[src/rtl/bullet_judge_if.sv]
// Signal bundle between bullet_judge and the surrounding game / VGA logic.
interface bullet_judge_if;
  logic       move_tick;
  logic       fire;
  logic [9:0] plane_x;
  logic [9:0] plane_y;
  logic [9:0] enemy_x;
  logic [9:0] enemy_y;
  logic       enemyplane_exist;
  logic [9:0] x;
  logic [9:0] y;
  logic       boom;
  logic       bullet_en;
  logic [7:0] hit_count;

  modport master (
    output move_tick, fire, plane_x, plane_y, enemy_x, enemy_y, enemyplane_exist, x, y,
    input  boom, bullet_en, hit_count
  );

  modport slave (
    input  move_tick, fire, plane_x, plane_y, enemy_x, enemy_y, enemyplane_exist, x, y,
    output boom, bullet_en, hit_count
  );
endinterface

[src/rtl/bullet_judge.sv]
// Player bullets: launch from the plane, climb on move ticks, hit-test the enemy box, drive boom.
// Optional macro AUTO_FIRE_EN: holding fire relaunches whenever the cooldown expires.
module bullet_judge #(
  parameter int NUM_BULLETS   = 4,
  parameter int BULLET_W      = 4,
  parameter int BULLET_H      = 10,
  parameter int BULLET_SPEED  = 4,
  parameter int ENEMY_W       = 50,
  parameter int ENEMY_H       = 50,
  parameter int PLANE_W       = 50,
  parameter int FIRE_COOLDOWN = 8,
  parameter int BOOM_HOLD     = 16
) (
  input  logic          clk,
  input  logic          rst,
  bullet_judge_if.slave bus
);
  localparam int CD_W   = $clog2(FIRE_COOLDOWN + 1);
  localparam int BC_W   = $clog2(BOOM_HOLD);
  localparam int SLOT_W = (NUM_BULLETS > 1) ? $clog2(NUM_BULLETS) : 1;

  localparam logic [10:0]     BW        = 11'(BULLET_W);
  localparam logic [10:0]     BH        = 11'(BULLET_H);
  localparam logic [10:0]     EW        = 11'(ENEMY_W);
  localparam logic [10:0]     EH        = 11'(ENEMY_H);
  localparam logic [9:0]      SPEED10   = 10'(BULLET_SPEED);
  localparam logic [9:0]      BH10      = 10'(BULLET_H);
  localparam logic [10:0]     SPAWN_DX  = 11'(PLANE_W / 2 - BULLET_W / 2);
  localparam logic [CD_W-1:0] CD_LOAD   = CD_W'(FIRE_COOLDOWN);
  localparam logic [BC_W-1:0] BOOM_LOAD = BC_W'(BOOM_HOLD - 1);

  typedef enum logic {B_IDLE, B_BOOM} boom_state_t;

  boom_state_t             boom_state;
  logic [BC_W-1:0]         boom_cnt;
  logic                    boom_q;
  logic [7:0]              hits_q;
  logic                    fire_q;
  logic                    req;
  logic [CD_W-1:0]         cooldown;
  logic [NUM_BULLETS-1:0]  fly;
  logic [10:0]             bx [NUM_BULLETS];
  logic [9:0]              by [NUM_BULLETS];

  logic                    rise;
  logic                    want;
  logic                    launch_ok;
  logic                    do_launch;
  logic                    have_free;
  logic                    any_hit;
  logic                    en;
  logic [SLOT_W-1:0]       free_idx;
  logic [CD_W-1:0]         cd_next;
  logic [10:0]             spawn_x;
  logic [NUM_BULLETS-1:0]  exits;
  logic [NUM_BULLETS-1:0]  moving;
  logic [NUM_BULLETS-1:0]  hit_vec;
  logic [NUM_BULLETS-1:0]  launch_mask;
  logic [9:0]              by_mv [NUM_BULLETS];

  // All box tests are widened to 11 bits so corner + size never wraps.
  function automatic logic overlaps_enemy(input logic [10:0] bx11, input logic [9:0] by10,
                                          input logic [9:0] ex, input logic [9:0] ey);
    logic [10:0] by11;
    logic [10:0] ex11;
    logic [10:0] ey11;
    by11 = {1'b0, by10};
    ex11 = {1'b0, ex};
    ey11 = {1'b0, ey};
    return (bx11 < ex11 + EW) && (bx11 + BW > ex11) &&
           (by11 < ey11 + EH) && (by11 + BH > ey11);
  endfunction

  function automatic logic covers_pixel(input logic [10:0] bx11, input logic [9:0] by10,
                                        input logic [9:0] px, input logic [9:0] py);
    logic [10:0] px11;
    logic [10:0] py11;
    logic [10:0] by11;
    px11 = {1'b0, px};
    py11 = {1'b0, py};
    by11 = {1'b0, by10};
    return (px11 >= bx11) && (px11 < bx11 + BW) && (py11 >= by11) && (py11 < by11 + BH);
  endfunction

  always_comb begin
    have_free = 1'b0;
    free_idx  = '0;
    for (int i = NUM_BULLETS - 1; i >= 0; i--) begin
      if (!fly[i]) begin
        have_free = 1'b1;
        free_idx  = SLOT_W'(i);
      end
    end
  end

  assign rise = bus.fire && !fire_q;
`ifdef AUTO_FIRE_EN
  assign want = req || bus.fire;
`else
  assign want = req || rise;
`endif
  // A launch is allowed on the tick where the cooldown runs out, giving FIRE_COOLDOWN-tick spacing.
  assign cd_next   = (cooldown == '0) ? '0 : cooldown - CD_W'(1);
  assign launch_ok = bus.move_tick && want && (cd_next == '0) && have_free;
  assign do_launch = launch_ok && (bus.plane_y >= BH10);
  assign spawn_x   = {1'b0, bus.plane_x} + SPAWN_DX;

  always_comb begin
    exits       = '0;
    moving      = '0;
    hit_vec     = '0;
    launch_mask = '0;
    for (int i = 0; i < NUM_BULLETS; i++) begin
      by_mv[i]   = by[i] - SPEED10;
      exits[i]   = fly[i] && (by[i] < SPEED10);
      moving[i]  = fly[i] && !exits[i];
      hit_vec[i] = bus.move_tick && moving[i] && bus.enemyplane_exist &&
                   (boom_state == B_IDLE) &&
                   overlaps_enemy(bx[i], by_mv[i], bus.enemy_x, bus.enemy_y);
    end
    if (do_launch) launch_mask[free_idx] = 1'b1;
  end

  assign any_hit = |hit_vec;

  always_ff @(posedge clk or negedge rst) begin
    if (!rst) begin
      fire_q   <= 1'b1;
      req      <= 1'b0;
      cooldown <= '0;
      fly      <= '0;
      hits_q   <= '0;
    end else begin
      fire_q <= bus.fire;
      if (launch_ok)  req <= 1'b0;
      else if (rise)  req <= 1'b1;
      if (bus.move_tick) begin
        cooldown <= do_launch ? CD_LOAD : cd_next;
        fly      <= (moving & ~hit_vec) | launch_mask;
        if (any_hit && hits_q != 8'hFF) hits_q <= hits_q + 8'd1;
      end
    end
  end

  always_ff @(posedge clk or negedge rst) begin
    if (!rst) begin
      boom_state <= B_IDLE;
      boom_cnt   <= '0;
      boom_q     <= 1'b0;
    end else if (bus.move_tick) begin
      case (boom_state)
        B_IDLE: if (any_hit) begin
          boom_state <= B_BOOM;
          boom_cnt   <= BOOM_LOAD;
          boom_q     <= 1'b1;
        end
        B_BOOM: if (boom_cnt == '0) begin
          boom_state <= B_IDLE;
          boom_q     <= 1'b0;
        end else begin
          boom_cnt <= boom_cnt - BC_W'(1);
        end
        default: boom_state <= B_IDLE;
      endcase
    end
  end

  // Positions carry no reset: a slot's coordinates only matter while it is flying.
  always_ff @(posedge clk) begin
    if (bus.move_tick) begin
      for (int i = 0; i < NUM_BULLETS; i++) begin
        if (launch_mask[i]) begin
          bx[i] <= spawn_x;
          by[i] <= bus.plane_y - BH10;
        end else if (moving[i]) begin
          by[i] <= by_mv[i];
        end
      end
    end
  end

  always_comb begin
    en = 1'b0;
    for (int i = 0; i < NUM_BULLETS; i++) begin
      if (fly[i] && covers_pixel(bx[i], by[i], bus.x, bus.y)) en = 1'b1;
    end
  end

  assign bus.bullet_en = en;
  assign bus.boom      = boom_q;
  assign bus.hit_count = hits_q;
endmodule

[src/flat_wrapper.sv]
// flat-port wrapper written by rule: the top's interface ports become plain ports
module bullet_judge_flat 
#(
  parameter int NUM_BULLETS   = 4,
  parameter int BULLET_W      = 4,
  parameter int BULLET_H      = 10,
  parameter int BULLET_SPEED  = 4,
  parameter int ENEMY_W       = 50,
  parameter int ENEMY_H       = 50,
  parameter int PLANE_W       = 50,
  parameter int FIRE_COOLDOWN = 8,
  parameter int BOOM_HOLD     = 16
)
  (clk, rst, bus_move_tick, bus_fire, bus_plane_x, bus_plane_y, bus_enemy_x, bus_enemy_y, bus_enemyplane_exist, bus_x, bus_y, bus_boom, bus_bullet_en, bus_hit_count);
  bullet_judge_if bus_i ();
  input  logic clk;
  input  logic rst;
  input wire logic [$bits(bus_i.move_tick)-1:0] bus_move_tick;
  input wire logic [$bits(bus_i.fire)-1:0] bus_fire;
  input wire logic [$bits(bus_i.plane_x)-1:0] bus_plane_x;
  input wire logic [$bits(bus_i.plane_y)-1:0] bus_plane_y;
  input wire logic [$bits(bus_i.enemy_x)-1:0] bus_enemy_x;
  input wire logic [$bits(bus_i.enemy_y)-1:0] bus_enemy_y;
  input wire logic [$bits(bus_i.enemyplane_exist)-1:0] bus_enemyplane_exist;
  input wire logic [$bits(bus_i.x)-1:0] bus_x;
  input wire logic [$bits(bus_i.y)-1:0] bus_y;
  output wire logic [$bits(bus_i.boom)-1:0] bus_boom;
  output wire logic [$bits(bus_i.bullet_en)-1:0] bus_bullet_en;
  output wire logic [$bits(bus_i.hit_count)-1:0] bus_hit_count;
  assign bus_i.move_tick = bus_move_tick;
  assign bus_i.fire = bus_fire;
  assign bus_i.plane_x = bus_plane_x;
  assign bus_i.plane_y = bus_plane_y;
  assign bus_i.enemy_x = bus_enemy_x;
  assign bus_i.enemy_y = bus_enemy_y;
  assign bus_i.enemyplane_exist = bus_enemyplane_exist;
  assign bus_i.x = bus_x;
  assign bus_i.y = bus_y;
  assign bus_boom = bus_i.boom;
  assign bus_bullet_en = bus_i.bullet_en;
  assign bus_hit_count = bus_i.hit_count;
  bullet_judge #(.NUM_BULLETS(NUM_BULLETS), .BULLET_W(BULLET_W), .BULLET_H(BULLET_H), .BULLET_SPEED(BULLET_SPEED), .ENEMY_W(ENEMY_W), .ENEMY_H(ENEMY_H), .PLANE_W(PLANE_W), .FIRE_COOLDOWN(FIRE_COOLDOWN), .BOOM_HOLD(BOOM_HOLD)) u_core (.clk(clk), .rst(rst), .bus(bus_i));
endmodule
[config.mk]
export PLATFORM = sky130hd
export DESIGN_NAME = bullet_judge_flat
export DESIGN_NICKNAME = d
export VERILOG_FILES = /design/src/rtl/bullet_judge_if.sv /design/src/rtl/bullet_judge.sv /design/src/flat_wrapper.sv
export SDC_FILE = /design/constraint.sdc
export NUM_CORES = 1
export LEC_CHECK = 0
export ABC_AREA = 1
export BUFFER_PORTS_ARGS = -buffer_cell sky130_fd_sc_hd__buf_4
export CORE_MARGIN = 5
export CORE_UTILIZATION = 64
export CTS_CLUSTER_DIAMETER = 40
export DETAILED_ROUTE_END_ITERATION = 10
export GPL_TIMING_DRIVEN = 0
export PLACE_DENSITY = 0.88
export SLEW_MARGIN = 20
export SYNTH_ARGS = -nofsm -noshare
export SYNTH_HDL_FRONTEND = slang
export SYNTH_SLANG_ARGS = --single-unit
[constraint.sdc]
create_clock -name clk -period 4 [get_ports clk]
set_input_delay 0.4 -clock clk [delete_from_list [all_inputs] [get_ports clk]]
set_output_delay 0.4 -clock clk [all_outputs]
set_load 0.03 [all_outputs]
; ---- Word-level counts from Yosys, hierarchy flattened
; Memories as Yosys holds them, arrays and structs flattened.
; Index checks and enable logic that the tools add are counted.
[op_classes]
n_addsub = 23
n_lt_le_gt_ge = 39
eq_ne = 4
n_mux = 69
n_bitwise = 8
n_reduce_logical = 76
[ops]
columns = op, n
row1 = less-than comparator 10 x 11 -> 1 bit, 12
row2 = "adder 10 x 4 -> 11 bit, second input constant", 8
row3 = greater-than comparator 11 x 10 -> 1 bit, 8
row4 = logical AND 1 bit, 59
row5 = two-way mux 1 bit, 46
row6 = "adder 11 x 3 -> 11 bit, second input constant", 4
row7 = >= comparator 10 x 11 -> 1 bit, 4
row8 = less-than comparator 11 bit, 4
row9 = >= comparator 10 bit, 4
row10 = "less-than comparator 10 x 3 -> 1 bit, second input constant", 4
row11 = two-way mux 10 bit, 4
row12 = "subtractor 10 x 3 -> 10 bit, second input constant", 4
row13 = two-way mux 11 bit, 3
row14 = OR reduction 11 bit, 3
row15 = "adder 10 x 6 -> 11 bit, second input constant", 2
row16 = two-way mux 4 bit, 5
row17 = two-way mux 2 bit, 7
row18 = logical NOT 4 bit, 3
row19 = "adder 10 x 5 -> 11 bit, second input constant", 1
row20 = ">= comparator 10 x 4 -> 1 bit, second input constant", 1
row21 = "subtractor 10 x 4 -> 10 bit, second input constant", 1
row22 = "adder 8 x 1 -> 8 bit, second input constant", 1
row23 = "inequality test 8 bit, second input constant", 1
row24 = one-hot mux 4 bit (2 select lines), 1
row25 = other kinds (18), 29
[totals]
reg_bits = 24
ram_bits = 84
in_bits = 65
output_inout_bits = 10
elab_cells = 229
memories = 2
[memory_table]
columns = name, depth, width, rd, rd_clocked_by_memory_dff, wr, line
row1 = u_core.bx, 4, 11, 4, 0, 1, bullet_judge.sv:42  ; logic [10:0] bx [NUM_BULLETS];
row2 = u_core.by, 4, 10, 4, 0, 4, bullet_judge.sv:43  ; logic [9:0] by [NUM_BULLETS];

; ---- Longest topological paths before layout
[depth]
ltp_word = 16
depth_mapped = 27
depth_no_buf = 26

; ---- Least setup slack after synthesis
; OpenSTA, ideal clock, no wires.
[synth_path]
path_type = input to register
startpoint = input bus_move_tick
endpoint = memory u_core.by[3][2], enable pin
setup_time_ns = 0.329
t_arrival_ns = 2.780
required_ns = 3.671
path_slack_ns = 0.891
path_stages = 9
path_buffers = 1
cell_sequence = buf_2 > inv_2 > nor3_1 > nand2_1 > a21oi_1 > inv_1 > nor4_1 > inv_1 > nand2_1
[synth_rtl]
columns = element, line
row1 = "start, declared", flat_wrapper.sv:18  ; input wire logic [$bits(bus_i.move_tick)-1:0] bus_move_tick;
row2 = "end, declared", bullet_judge.sv:43

==> flow_summary.json <==
{
  "yosysSeqAreaShare": 0.216,
  "met3_length_mm": 3.27,
  "maxUsedRoutingLayer": "met4",
  "endpoint_kind": "output pin",
  "yosys_warnings": 0,
  "cp.required_ns": 3.60,
  "path_delay_family": "simple AND/OR/NAND/NOR gates",
  "r2r_cells": 22,
  "grt_pass1_vias": 13765,
  "placed_area_um2": 15400,
  "critical_path_buf_inv_count": 2,
  "comb_power_share": 0.556,
  "p_switching_uw": 2810,
  "fin_nets": 2428,
  "startpoint_type": "register",
  "path_cells": "ha_1 -> o21ai_0 -> nor2_1 -> inv_1 -> nand2_1 -> ha_1 -> nand2_1 -> o21ai_0 -> nor2_1 -> or2_2 -> a21boi_0 -> o21ai_2 -> nand4_1 -> nand4_1 -> buf_4",
  "slew_viol_final": 0,
  "hold_path.startpoint": "bus_fire",
  "period_share": 0.964,
  "worstSetupPathDepth": 15,
  "syn_inst": 1937,
  "dr.pass1.iters": 6,
  "place.gp.congestion": 0.990,
  "crit_slowest_cell": "edfxtp_1",
  "dieArea_um2": 25800,
  "synth_nets": 2336,
  "path_max_fanout": 7,
  "hpwl_mm": 34.0,
  "htreeDepth": 3,
  "path_clk_slew_ns": 0.09,
  "m1WireLength_mm": 16.2,
  "first_iter_violations": 1083,
  "power.internal_uw": 3200,
  "seq_power_share": 0.279,
  "io_buffers": 73,
  "final_area_um2": 15800,
  "fin_setup_tns_ns": 0,
  "multi_input_area_um2": 10200,
  "cts_tree": "built",
  "worstPathArrival_ns": 3.46,
  "ys_seq_elements": 108,
  "final_layout_size_suffix_gt1_frac": 0.0767,
  "hold_viol_final": 0,
  "wl_met2_mm": 20.3,
  "worstReg2RegEnd": "u_core.boom_state",
  "cts_buffer_depth": 2,
  "ir_drop_mv": 0.396,
  "criticalPathCategory": "register to output pin",
  "r2r_slack_ns": 0.33,
  "grt_overflow": 0,
  "clock_skew_ns": 0.0122,
  "synth_edf_count": 84,
  "fmax_ghz": 0.259,
  "seq_area_um2": 3120,
  "grt_max_degree": 25,
  "leakage_uw": 0.00833,
  "initial_core_util": 0.644,
  "grt_usage": 0.323,
  "grt_antenna_before_repair": 0,
  "die_w_um": 160,
  "slew_headroom": 0.381,
  "rows": 55,
  "cpPeakStageDelay_ns": 0.54,
  "remaining_drc_errors": 0,
  "grt_pass1_wl_mm": 66.9,
  "clockPowerShare": 0.164,
  "clk_latency_ns": 0.37,
  "drtAntennaViolNets": 0,
  "syn2layout_area_growth_pct": 9.19,
  "die_y_um": 160,
  "hold_path.class": "input port to register",
  "synth.avg_cell_area_um2": 7.48,
  "max_cap_violations": 0,
  "diodes": 0,
  "fillers": 1739,
  "r2r_start": "u_core.by[0][2]",
  "cts_num_sinks": 108,
  "synth-main-ff-cell": "edfxtp_1",
  "status": "completed",
  "ioPinCount": 75,
  "tightest_slew_ns": 0.925,
  "yosysUniqueCellTypes": 45,
  "power.density_nw_per_um2": 380,
  "wirelength_mm": 42.2,
  "p_sw_frac": 0.468,
  "cts-root-buf": "clkbuf_16",
  "setup_viol": 0,
  "whs_endpoint": "u_core.fire_q",
  "viasPerCell": 5.98,
  "postSynth.asyncResetShare": 0.222,
  "core_area_um2": 22500,
  "wl_per_cell_um": 18.2,
  "cts_buffers": 9,
  "post-route-min-period_ns": 3.86,
  "via_count": 13859,
  "hold_depth": 1,
  "syn_area_um2": 14500
}
## cell usage after synthesis, drive strengths merged (8+ instances only)
cell type | number | area, um2
nor2 | 163 | 627
edfxtp | 84 | 2520
a21o | 14 | 105
o21ai | 78 | 405
dfrtp | 23 | 576
nor4 | 13 | 81.3
nand4 | 54 | 350
inv | 309 | 1160
a211oi | 8 | 60.1
o211ai | 13 | 97.6
nor3 | 28 | 155
a21oi | 123 | 616
nand3 | 90 | 480
xnor2 | 24 | 210
nand2 | 440 | 1680
nand3b | 8 | 60.1
ha | 334 | 4180
xor2 | 84 | 788
## worst register-to-register path: cells and delay by family (launching register included)
family | cells | cell delay, ns
adder cells (fa/ha/maj) | 2 | 0.57
AND/OR/NAND/NOR | 12 | 1.27
AO/OA/AOI/OAI | 4 | 0.71
XOR/XNOR | 1 | 0.14
buffers and inverters | 3 | 0.42
flip-flops | 1 | 0.44
## state kept, by name (all words and copies together), names as in the netlist
register / count
u_core.bus.hit_count: 8
u_core.req: 1
u_core.boom_state: 1
u_core.fly: 4
u_core.boom_cnt: 4
u_core.fire_q: 1
u_core.bx: 44
u_core.bus.boom: 1
u_core.cooldown: 4
u_core.by: 40
## power groups by stage
stage                     Sequential (uW)  Clock [uW]  Combinational [uW]
after floorplan                      1670           0                2330
after global placement               1680           0                3050
after detailed placement             1700           0                3240
after CTS                            1670         984                3270
after global routing                 1700        1030                3790
final                                1680         988                3340
## how the worst max path moves through the flow
stage / from / slack, ns / to
after global placement: bus_plane_y[1] / -0.47 / u_core.by[3][2]
after global routing: u_core.by[0][1] / -0.07 / bus_bullet_en
after floorplan: bus_move_tick / 0.89 / u_core.by[3][2]
final: u_core.by[0][1] / 0.14 / bus_bullet_en
after CTS: u_core.bx[1][2] / 0.09 / bus_bullet_en
after detailed placement: u_core.bx[1][2] / 0.10 / bus_bullet_en
## cell families after synthesis
kind of cell,synth area share
AOI/OAI and AO/OA,0.104
xor gates and xnor gates,0.0689
adders and majority gates,0.288
buffers and inverters,0.0825
DFF,0.216
and+or+nand+nor,0.241
## per-stage QoR
| stage | std cells | utilization | power, uW | setup slack [ns] | hold slack [ns] |
|---|---|---|---|---|---|
| global placement | 2295 | 0.684 | 4740 | -0.471 | 0.318 |
| detailed placement | 2297 | 0.686 | 4930 | 0.100 | 0.321 |
| finish | 2319 | 0.703 | 6010 | 0.144 | 0.143 |
| floorplan | 1937 | - | 4000 | 0.891 | 0.104 |
| CTS | 2314 | 0.701 | 5920 | 0.0908 | 0.140 |
| global route | 2319 | 0.703 | 6530 | -0.0680 | 0.134 |
## layout by cell type, fill, tap and decap left out, types with 7 or more instances in the layout
cell type	count
nand2_1	432
ha_1	334
inv_1	298
nor2_1	156
a21oi_1	123
nand3_1	84
edfxtp_1	84
buf_4	79
xor2_1	76
o21ai_0	70
nand4_1	52
nor3_1	24
xnor2_1	24
dfrtp_1	23
a21o_1	14
o211ai_1	13
nor4_1	12
inv_2	11
clkbuf_16	10
nand3b_1	8
xor2_2	8
a211oi_1	8
nor2_2	7
## what timing repair did
| action | 4_1_cts | 5_1_grt |
|---|---|---|
| gates resized for setup | 3 | 7 |
| buffers inserted | 0 | 5 |
| hold buffers | 1 | 0 |
| pin swaps | 0 | 1 |
| endpoints found under the setup margin | 1 | 15 |
| endpoints found under the hold margin | 23 | 0 |
## area by class of cell
class,instances,share of cell area
Buffer,7,0.00229
Clock buffer,11,0.0167
Clock inverter,5,0.00387
Inverter,309,0.0733
Multi-Input combinational cell,1513,0.645
Sequential cell,108,0.197
Tap cell,285,0.0225
Timing Repair Buffer,81,0.0384
## routing by layer
| layer | GRT usage | vias to the layer above |
|---|---|---|
| met1 | 0.379 | 6413 |
| met3 | 0.0464 | 145 |
| met2 | 0.568 | 608 |
| li1 | - | 6693 |
| met4 | 0.173 | 0 |
| met5 | 0 | - |
Power figures use the tool's default switching activity.
